--- config.mk ---
export PLATFORM = sky130hd
export DESIGN_NAME = vga_palette_display
export DESIGN_NICKNAME = d
export VERILOG_FILES = /design/src/rtl/vga_palette_display.sv
export SDC_FILE = /design/constraint.sdc
export NUM_CORES = 1
export LEC_CHECK = 0
export ABC_AREA = 1
export CORE_ASPECT_RATIO = 1.4
export CORE_UTILIZATION = 40
export CTS_CLUSTER_DIAMETER = 40
export DETAILED_ROUTE_END_ITERATION = 12
export PLACE_DENSITY_LB_ADDON = 0.2
export SLEW_MARGIN = 20
export SYNTH_ARGS = -nofsm -noshare
export SYNTH_HDL_FRONTEND = slang
export SYNTH_SLANG_ARGS = --single-unit
export TNS_END_PERCENT = 30
--- constraint.sdc ---
create_clock -name clk_25 -period 1.3 [get_ports clk_25]
set_clock_uncertainty 0.1 [all_clocks]
set_input_delay 0.195 -clock clk_25 [delete_from_list [all_inputs] [get_ports clk_25]]
set_output_delay 0.195 -clock clk_25 [all_outputs]
set_load 0.02 [all_outputs]
--- src/rtl/vga_palette_display.sv ---
// Two-stage VGA pixel colour pipeline: a writable palette lookup plus border,
// colour-bar and blink display modes, with rgb_valid aligned to rgb.
module vga_palette_display #(
    parameter int DATA_W  = 2,
    parameter int RGB_W   = 3,
    parameter int BORDER  = 10,
    parameter int H_START = 160,
    parameter int H_END   = 799,
    parameter int V_START = 41,
    parameter int V_END   = 520,
    parameter logic [RGB_W-1:0] BORDER_COLOR = RGB_W'(3'b111),
    parameter int BLINK_BIT = 5
) (
    input  logic              clk_25,
    input  logic              rst_n,
    input  logic [9:0]        h_count,
    input  logic [9:0]        v_count,
    input  logic              bright,
    input  logic [DATA_W-1:0] data,
    input  logic [1:0]        mode,
    input  logic              pal_we,
    input  logic [DATA_W-1:0] pal_addr,
    input  logic [RGB_W-1:0]  pal_wdata,
    output logic [RGB_W-1:0]  rgb,
    output logic              rgb_valid
);

    localparam int PAL_N = 1 << DATA_W;

    localparam logic [1:0] MODE_PAL    = 2'b00;
    localparam logic [1:0] MODE_BORDER = 2'b01;
    localparam logic [1:0] MODE_BARS   = 2'b10;
    localparam logic [1:0] MODE_BLINK  = 2'b11;

    function automatic logic [RGB_W-1:0] pal_default(input int idx);
        logic [RGB_W-1:0] c;
        c = '0;
        case (idx)
            0:       c[2:0] = 3'b111;
            1:       c[2:0] = 3'b011;
            2:       c[2:0] = 3'b101;
            3:       c[2:0] = 3'b001;
            default: c      = '0;
        endcase
        return c;
    endfunction

    logic [RGB_W-1:0]  pal_q [PAL_N];
    logic [5:0]        frame_q, frame_d;
    logic [DATA_W-1:0] data_q;
    logic              bright_q;
    logic [1:0]        mode_q;
    logic              border_q, border_d;
    logic [2:0]        bar_q;
    logic              blink_q;
    logic [RGB_W-1:0]  rgb_q, rgb_d;
    logic              valid_q, valid_d;
    logic [RGB_W-1:0]  pal_rd;
    logic [RGB_W-1:0]  bar_rgb;

    // Border flag from the raw counters, registered in stage 1.
    always_comb begin
        int h_int;
        int v_int;
        h_int    = int'(h_count);
        v_int    = int'(v_count);
        border_d = ((h_int >= H_START) && (h_int <= H_START + BORDER - 1)) ||
                   ((h_int >= H_END - BORDER + 1) && (h_int <= H_END)) ||
                   ((v_int >= V_START) && (v_int <= V_START + BORDER - 1)) ||
                   ((v_int >= V_END - BORDER + 1) && (v_int <= V_END));
    end

    // Frame counter advances on the frame-start pixel and wraps naturally.
    always_comb begin
        if ((h_count == 10'd0) && (v_count == 10'd0)) begin
            frame_d = frame_q + 6'd1;
        end else begin
            frame_d = frame_q;
        end
    end

    // Stage 1: capture the pixel and its per-pixel attributes.
    always_ff @(posedge clk_25) begin
        if (!rst_n) begin
            frame_q  <= 6'd0;
            data_q   <= '0;
            bright_q <= 1'b0;
            mode_q   <= 2'b00;
            border_q <= 1'b0;
            bar_q    <= 3'd0;
            blink_q  <= 1'b0;
        end else begin
            frame_q  <= frame_d;
            data_q   <= data;
            bright_q <= bright;
            mode_q   <= mode;
            border_q <= border_d;
            bar_q    <= h_count[9:7];
            blink_q  <= frame_q[BLINK_BIT];
        end
    end

    // Palette storage; reset takes priority over a concurrent write.
    always_ff @(posedge clk_25) begin
        if (!rst_n) begin
            for (int i = 0; i < PAL_N; i++) begin
                pal_q[i] <= pal_default(i);
            end
        end else if (pal_we) begin
            pal_q[pal_addr] <= pal_wdata;
        end
    end

    // Stage-2 colour selection; the palette read sees pre-write contents.
    always_comb begin
        pal_rd         = pal_q[data_q];
        bar_rgb        = '0;
        bar_rgb[2:0]   = bar_q;
        valid_d        = bright_q;
        rgb_d          = '0;
        if (!bright_q) begin
            rgb_d = '0;
        end else begin
            case (mode_q)
                MODE_PAL:    rgb_d = pal_rd;
                MODE_BORDER: rgb_d = border_q ? BORDER_COLOR : pal_rd;
                MODE_BARS:   rgb_d = bar_rgb;
                MODE_BLINK:  rgb_d = blink_q ? ~pal_rd : pal_rd;
                default:     rgb_d = '0;
            endcase
        end
    end

    // Stage 2: registered outputs.
    always_ff @(posedge clk_25) begin
        if (!rst_n) begin
            rgb_q   <= '0;
            valid_q <= 1'b0;
        end else begin
            rgb_q   <= rgb_d;
            valid_q <= valid_d;
        end
    end

    assign rgb       = rgb_q;
    assign rgb_valid = valid_q;

endmodule

==> results.cfg <==
[synthesis]
ys_ff_latch = 32
avgSynthCellArea_um2 = 6.96
synthesis.nets = 280
ys.warnings.count = 0
ys_types = 25
synth-seq-area-share_pct = 44.4
syn_inst = 246
synthesis.area_mm2 = 0.00171

[pwr]
p_seq_share_pct = 47.9
internal_power_mw = 1.75
comb_power_share_pct = 15.8
clkPwrFrac_pct = 36.2
ir_drop_mv = 0.630
p_switching_mw = 0.549
power_leakage_nw = 1.32
power_per_cell_area_mw_per_mm2 = 938
p_sw_share_pct = 23.8

[drt]
drt_pass1_iterations = 4
antenna_left = 0
drt_drc_violations_left = 0
vias_per_cell = 4.67
via_count = 1634
drtIter0Drc = 25
finalWirelength_um = 3330
wire_per_inst_um = 9.52

[clocking]
cts_max_level = 2
post_cts_buffers = 0
cts_tree = done
cts_sinks = 32
clk_latency_ns = 0.28
clock-root-buffer = clkbuf_8
path_clk_slew_ns = 0.07
cts_buffers = 5
clk_path_buf_depth = 2

[setup_path]
r2r_cells = 7
cp-end-kind = flop
reg2reg_to = rgb[0]$_SDFF_PN0_
worstPathArrival_ns = 1.32
ff2ff_setup_slack_ns = 0.07
crit_type = reg2reg
start_kind = flop
endpoint = rgb[0]$_SDFF_PN0_
required_ns = 1.38
crit_fanout = 4

[final_layout]
layout.nets = 340
fin_cells = 350
drive_gt1_share_pct = 19.5
final_cell_mix = nand2_1, inv_1, nor2_1, dlymetal6s2s_1, buf_4
finalCoreUtilization_pct = 61.1
final_common_cell = nand2_1
antenna_cells = 0
area_delta_synth_final_pct = 43.3

[global_route]
antenna_found_initial = 0
grt_usage_pct = 17.1
grt_pass1_vias = 1517
grt_first_pass_wirelength_um = 5890
grt_max_degree = 17
grt-ovfl-total = 0

[place]
portBuffers = 36
hpwl_um = 2720
dp_cells = 342
gp_congestion = 0.817

[run_status]
outcome = finished clean

[floorplanning]
dieArea_mm2 = 0.00455
ios = 37
rows = 27
die_y_um = 79.4
core_mm2 = 0.00402
start_util_pct = 42.6
die_x_um = 57.3

[timing]
rsz0062_at_grt = yes
worst_slew_pin_slew_ns = 0.248
finalCritPeriodShare_pct = 94.8
min_period_ns = 1.23
hold_violations = 0
setup_viol = 0
max_freq_ghz = 0.811
slew_headroom_pct = 83.4
slew_viol_final = 0

[worst_hold_path]
min_path_type = in2reg

[flow_run]
drv_cap = 0
-- cells in the mapped netlist --
master	number	share of area (%)
nand4_1	1	0.37
nor3_1	2	0.58
o21ai_0	4	1.2
nor2_2	3	1.1
nand3_2	6	3.5
a21o_1	1	0.44
nand2_1	89	20
inv_2	4	0.88
a21oi_1	11	3.2
nand2_2	4	1.5
o21ai_1	1	0.29
dfxtp_1	20	23
ha_1	1	0.73
nand3_1	9	2.6
xnor2_1	1	0.51
clkbuf_1	1	0.22
nor3b_1	1	0.44
edfxtp_1	12	21
nor3_2	1	0.58
inv_1	33	7.2
buf_2	1	0.29
nand3b_1	3	1.3
nor2_4	1	0.66
nor2_1	34	7.5
xor2_1	2	1.0
-- cell families after synthesis --
kind of cell / Yosys count / synth area share (%)
xor+xnor: 3 / 1.53
compound gates: 17 / 5.11
simple gates: 154 / 39.6
flops: 32 / 44.4
fa+ha+maj: 1 / 0.730
buf+inv: 39 / 8.62
-- worst min-delay path by stage --
stage,from,endpoint,slack (ns),cells past startpoint
floorplan,data[0],flop,0.19,2
global placement,frame_q[5]$_SDFFE_PN0P_,blink_q$_SDFF_PN0_,0.35,2
detailed placement,frame_q[5]$_SDFFE_PN0P_,blink_q$_SDFF_PN0_,0.35,2
CTS,h_count[9],bar_q[2]$_SDFF_PN0_,0.19,3
global route,h_count[8],bar_q[1]$_SDFF_PN0_,0.13,3
finish,h_count[8],bar_q[1]$_SDFF_PN0_,0.07,3
-- routing by layer --
layer,track usage [%],up-vias,wire (µm)
met1,16.1,718,1320
met2,32.4,28,1790
met3,5.02,10,105
met5,0,-,0
li1,-,878,-
met4,9.02,0,113
-- metrics by stage --
step	power, mW	setup TNS (ns)	setup WS (ns)	instance area [µm²]	hold WS (ns)
floorplan	1.29	0	0.0231	1710	0.193
global placement	1.49	-9.16	-0.381	2260	0.349
detailed placement	1.50	-9.76	-0.410	2260	0.354
CTS	2.32	-0.0493	-0.0165	2370	0.192
global route	2.41	-0.0673	-0.0400	2450	0.127
finish	2.30	0	0.0674	2450	0.0745
-- state kept, by name (all words and copies together), names as in the netlist, named ones only --
signal / count
mode_q: 2
blink_q: 1
bright_q: 1
rgb: 3
frame_q: 6
pal_q: 12
border_q: 1
bar_q: 3
rgb_valid: 1
-- timing repair --
action,4_1_cts,5_1_grt
endpoints found under the hold margin,0,0
gates resized for setup,11,34
cloned,0,0
hold buffers,0,0
endpoints found under the setup margin,24,26
pin swaps,0,29
-- worst max-delay path, cell delays in order (launching register included) --
cell and delay [ns]:
dfxtp_2 0.34, buf_4 0.13, nand2_1 0.06, nand3_2 0.10, a21oi_1 0.17, nor2_1 0.07
nor2_1 0.11, nor2_1 0.04
-- area by class of cell --
cell class | instances | area, µm²
fill | 379 | 1570
multi-input combinational | 175 | 846
sequential | 32 | 767
timing repair buffer | 55 | 549
inverter | 37 | 139
clock buffer | 8 | 100
tap | 43 | 53.8
-- power groups by stage --
stage / clock, mW / sequential, mW / combinational [mW]
4_1_cts: 0.846 / 1.11 / 0.373
6_report: 0.834 / 1.10 / 0.365
5_1_grt: 0.893 / 1.11 / 0.412
2_1_floorplan: 0 / 1.13 / 0.163
3_5_place_dp: 0 / 1.13 / 0.372
3_3_place_gp: 0 / 1.13 / 0.369
(Power assumes the default switching activity.)
